File: src/rtl/instr_mem_fetch.sv
// instr_mem_fetch: program RAM loaded over valid/ready, 1-cycle registered fetch port.
// Optional macro FETCH_PARITY_EN stores an even-parity bit per word and checks it on fetch.
module instr_mem_fetch #(
    parameter int ADDR_W = 8,
    parameter int DATA_W = 9,
    parameter logic [DATA_W-1:0] NOP_WORD = 9'b111_000_000
) (
    input  logic              clk,
    input  logic              rst,
    input  logic [ADDR_W-1:0] i_direccion_instruccion,
    output logic [DATA_W-1:0] o_instruccion,
    output logic              o_valida,
    input  logic              i_prog_en,
    input  logic              i_prog_valid,
    input  logic [DATA_W-1:0] i_prog_data,
    output logic              o_prog_ready,
    output logic [ADDR_W:0]   o_prog_count,
    output logic              o_prog_done,
    output logic              o_error
);

    localparam int DEPTH = 2 ** ADDR_W;
    localparam logic [ADDR_W:0] FULL = (ADDR_W + 1)'(DEPTH);

    localparam logic [1:0] IDLE = 2'd0;
    localparam logic [1:0] LOAD = 2'd1;
    localparam logic [1:0] RUN  = 2'd2;

`ifdef FETCH_PARITY_EN
    localparam int MEM_W = DATA_W + 1;
`else
    localparam int MEM_W = DATA_W;
`endif

    logic [MEM_W-1:0]  mem [DEPTH];
    logic [1:0]        state;
    logic [ADDR_W:0]   count;
    logic [MEM_W-1:0]  wr_word;
    logic [MEM_W-1:0]  rd_word;
    logic [DATA_W-1:0] rd_data;
    logic              fetch;
    logic              in_range;
    logic              par_bad;
    logic              wr_en;
    logic              overflow;

    assign o_prog_count = count;
    assign o_prog_ready = (state == LOAD) && (count < FULL);

    // Falling i_prog_en takes priority over a loader word on the same edge.
    assign wr_en    = (state == LOAD) && i_prog_en && i_prog_valid && o_prog_ready;
    assign overflow = (state == LOAD) && i_prog_en && i_prog_valid && !o_prog_ready;

    // The LOAD->RUN edge already fetches, so RUN's first cycle shows a word.
    assign fetch    = !i_prog_en && ((state == LOAD) || (state == RUN));
    assign in_range = {1'b0, i_direccion_instruccion} < count;
    assign rd_word  = mem[i_direccion_instruccion];
    assign rd_data  = rd_word[DATA_W-1:0];

`ifdef FETCH_PARITY_EN
    assign wr_word = {^i_prog_data, i_prog_data};
    assign par_bad = ^rd_word;
`else
    assign wr_word = i_prog_data;
    assign par_bad = 1'b0;
`endif

    always_ff @(posedge clk) begin
        if (wr_en) begin
            mem[count[ADDR_W-1:0]] <= wr_word;
        end
    end

    always_ff @(posedge clk or negedge rst) begin
        if (!rst) begin
            state         <= IDLE;
            count         <= '0;
            o_instruccion <= NOP_WORD;
            o_valida      <= 1'b0;
            o_prog_done   <= 1'b0;
            o_error       <= 1'b0;
        end else begin
            o_prog_done   <= 1'b0;
            o_instruccion <= NOP_WORD;
            o_valida      <= 1'b0;
            if (overflow || (fetch && in_range && par_bad)) begin
                o_error <= 1'b1;
            end
            if (fetch && in_range && !par_bad) begin
                o_instruccion <= rd_data;
                o_valida      <= 1'b1;
            end
            if (wr_en) begin
                count <= count + 1'b1;
            end
            unique case (state)
                IDLE: begin
                    if (i_prog_en) begin
                        state <= LOAD;
                        count <= '0;
                    end
                end
                LOAD: begin
                    if (!i_prog_en) begin
                        state       <= RUN;
                        o_prog_done <= 1'b1;
                    end
                end
                RUN: begin
                    if (i_prog_en) begin
                        state <= LOAD;
                        count <= '0;
                    end
                end
                default: state <= IDLE;
            endcase
        end
    end

endmodule
File: config.mk
export PLATFORM = sky130hd
export DESIGN_NAME = instr_mem_fetch
export DESIGN_NICKNAME = d
export VERILOG_FILES = /design/src/rtl/instr_mem_fetch.sv
export SDC_FILE = /design/constraint.sdc
export NUM_CORES = 2
export LEC_CHECK = 0
export BUFFER_PORTS_ARGS = -buffer_cell sky130_fd_sc_hd__buf_2
export CAP_MARGIN = 20
export CORE_ASPECT_RATIO = 0.75
export CORE_MARGIN = 1
export CORE_UTILIZATION = 50
export CTS_CLUSTER_SIZE = 12
export DETAILED_ROUTE_END_ITERATION = 16
export PLACE_DENSITY = 0.65
export SLEW_MARGIN = 5
export SYNTH_ARGS = -nofsm -noshare
export SYNTH_HDL_FRONTEND = slang
export SYNTH_SLANG_ARGS = --single-unit
File: constraint.sdc
create_clock -name clk -period 6.7 [get_ports clk]
set_input_delay 0.335 -clock clk [delete_from_list [all_inputs] [get_ports clk]]
set_output_delay 0.335 -clock clk [all_outputs]
set_load 0.05 [all_outputs]
==> metrics.md <==
| Metric | Value |
|---|---|
| Clock sink total | roughly 2.3k |
| CP max-delay cell | nor4_1 |
| Peak Freq | 223 MHz |
| Detail Placement HPWL | approximately 140000 um |
| Cell breakdown of the critical path | inv_1 > ha_1 > nand3_1 > nor4_1 > nand2_1 > buf_4 > nor2_1 |
| IO Count | between 40 and 50 |
| Hold_sp | i_prog_data[6] |
| Overall power | 28.9 mW |
| Die W | 494 um |
| Final Max Tran Viols | 0 |
| Startpoint types | register |
| Fin. Hold Viols | 0 |
| Total grt overflow | 0 |
| Register area share after synthesis | 76.8% |
| Tightest Hold Check Type | in -> reg |
| Top cells by count, synth | edfxtp_1, mux4_2, nor2_1, mux2i_1, clkbuf_1 |
| Status | finished, final reports clean |
| Ys async rst share | 0.988% |
| Hold path depth | 1 |
| Yosys warnings | 0 |
| Setup Skew | 0.0371 ns |
| Worst R2R Setup Slack | 2.21 ns |
| Largest family of logic cells by synthesized area | multiplexers |
| Mux share of post-synthesis cell area | 15.9% |
| Largest net degree at the start of global routing | 189 |
| Slew HR | roughly an eighth |
| CP max FO | 9 |
| Core Region | 180000 um^2 |
| Yosys top cell area share | roughly three quarters |
| Ys flop type | edfxtp_1 |
| Cell count after synthesis | 4272 |
| CP Class | reg -> reg |
| Starting DRT DRC Count | 7385 |
| DRC viols | 0 |
| Vias in the first global route | 43.9k |
| Post-Synth Adder-Cell Area | 0.207% |
| Die Area | 183000 um^2 |
| RR Startpoint | state[1] |
| Post-synthesis simple-gate area fraction | between 2 and 2.5% |
| Mapped Nets | 4308 |
| CTS clock-pin slew for the worst setup and hold paths | 0.06 ns |
| Least-Margin Pin Slew | 1.30 ns |
| # placed instances | 6568 |
| GPL Wtd Cong | roughly 0.91 |
| Remaining antenna violation count after routing | 0 |
| Synth area leaders | edfxtp_1, mux4_2, mux2i_1 |
| RSZ-0062 raised after global routing | false |
| Post-CTS Setup Inserts | 0 |
| Netlist cell types | 68 |
| Most frequent cell after synthesis | edfxtp_1 |
| Nets | around 4.4k |
| Pre-antenna DRT Iters | 8 |
| Clock Latency Late Sink | 0.86 ns |
| Worst Path Required | 7.17 ns |
| Share of layout cells above drive strength 1 | 21.3% |
| Row count | 135 |
| Root Buffer | clkbuf_16 |
| First-pass GRT wire length | 339000 um |
| Vias | around 45k |
| R2r endpoint | mem[60][3] |
| Number of buffers created by CTS | 218 |
| Power per cell area | between 200 and 300 nW/um^2 |
| CTS tree | built |
| Final Util | between 50% and 60% |
| Synth Area in XOR/XNOR | less than 1% |
| Final setup TNS | 0 ns |
| Area delta synth->final | 10.1% |
| # setup viols final | 0 |
| Max VDD drop | about 0.26 mV |
| CP arrival | ~5 ns |
| Avg Cell Area, Syn | 21.3 um^2 |
| Vias/cell | 6.60 |
| Final Cycle Share | roughly 67% |
| Die height | between 300 and 400 um |
| H-tree levels | 4 |
| Routed wire length | ~240000 um |
| Fin cells | 6898 |
| R2R cell count | 7 |
| Global Route Usage Sum | 26.4% |
| Area leader, netlist | edfxtp_1 |
| DP Worst Slack | 2.30 ns |
| Setup ws final | 2.21 ns |
| CTS Buffer Depth | 3 |
| # Max-Cap Violations | 0 |
| Min cycle time layout | 4.49 ns |
| Worst Hold End | mem[87][6] |
| CP max stage delay | 0.89 ns |
| Leak pwr | 31.1 nW |
| Port-buffer cells | 42 |
| Post-synthesis sequential element count | 2327 |
| Compound-cell area share of the yosys netlist | 3.10% |
| Initial antenna violation count | 20 |
| Post-synth EDFFs | ~2.3k |
| Syn Std Cell Area | 90800 um^2 |
| CP Capture Type | register |
| Wirelength per Cell | 34.8 um |
| Initial Utilization | about half |
-- where the power goes --
group / internal (mW) / leakage (nW) / total (mW) / switching [mW]
clock network: 5.98 / 2.94 / 11.1 / 5.13
logic: 0.543 / 7.15 / 1.72 / 1.17
registers: 16.0 / 21.0 / 16.1 / 0.0350
total: 22.6 / 31.1 / 28.9 / 6.34
-- worst max path at each step --
| stage | end | cells past startpoint | slack, ns | startpoint |
|---|---|---|---|---|
| after global placement | o_instruccion[4] | 8 | 2.31 | i_direccion_instruccion[1] |
| after CTS | mem[60][3] | 7 | 2.34 | state[1] |
| after detailed placement | o_instruccion[4] | 8 | 2.30 | i_direccion_instruccion[1] |
| final | mem[60][3] | 7 | 2.21 | state[1] |
| after floorplan | o_instruccion[3] | 9 | 3.76 | o_prog_count[7] |
| after global routing | mem[94][3] | 7 | 2.16 | state[1] |
-- area by class of cell --
cell class,instances,area [um^2]
Timing Repair Buffer,161,1520
Clock buffer,290,5810
Antenna cell,4,10.0
Sequential cell,2327,69800
Tap cell,2397,3000
Clock inverter,29,256
Multi-Input combinational cell,1676,19500
Fill cell,13400,80400
Inverter,14,60.1
-- kinds of logic after synthesis --
kind of cell,Yosys count
buf+inv,269
flops,2327
mux,779
xor+xnor,6
simple gates,488
compound gates,388
fa+ha+maj,15
-- routing by layer --
metal  routed length (um)  vias up  GRT usage [%]
met5                   13        -              0
met1               101000    24300           40.6
met2               105000     2729           37.3
met4                 7710        2           8.75
li1                     -    18100              -
met3                27000      419           6.09
-- layout by cell type (no fill, tap or decap), types with 22 or more instances in the layout --
| cell | count |
|---|---|
| a21oi_1 | 51 |
| a221o_1 | 34 |
| a221oi_1 | 70 |
| a22oi_1 | 40 |
| buf_2 | 29 |
| buf_4 | 84 |
| clkbuf_1 | 66 |
| clkbuf_16 | 220 |
| edfxtp_1 | 2304 |
| mux2i_1 | 235 |
| mux4_2 | 514 |
| nand2_1 | 55 |
| nand3_1 | 22 |
| nor2_1 | 319 |
| nor3_1 | 28 |
| o21ai_0 | 76 |
-- sequential cells by signal, summed over array words and instances, names as in the netlist, named ones only --
name           cells
o_instruccion      9
o_prog_count       8
mem             2304
state              2
o_error            1
o_valida           1
o_prog_done        1
-- worst max-delay path: cells and delay by family (launching register included) --
family	cells	cell delay [ns]
AND/OR/NAND/NOR	4	2.81
adder cells (fa/ha/maj)	1	0.28
buffers and inverters	2	0.60
flip-flops	1	0.40
-- what timing repair did --
| item | in CTS | in global routing |
|---|---|---|
| hold endpoints to repair | 28 | 0 |
| hold buffers | 4 | 0 |
| gates resized for setup | 0 | 0 |
-- metrics by stage --
stage | area, um^2 | hold slack, ns
3_3_place_gp | 93600 | 0.464
4_1_cts | 99900 | 0.0209
6_report | 100000 | 0.0624
5_1_grt | 100000 | 0.0663
2_1_floorplan | 90800 | 0.0394
3_5_place_dp | 93800 | 0.463
Note: power is estimated with default switching activity, not from simulation.
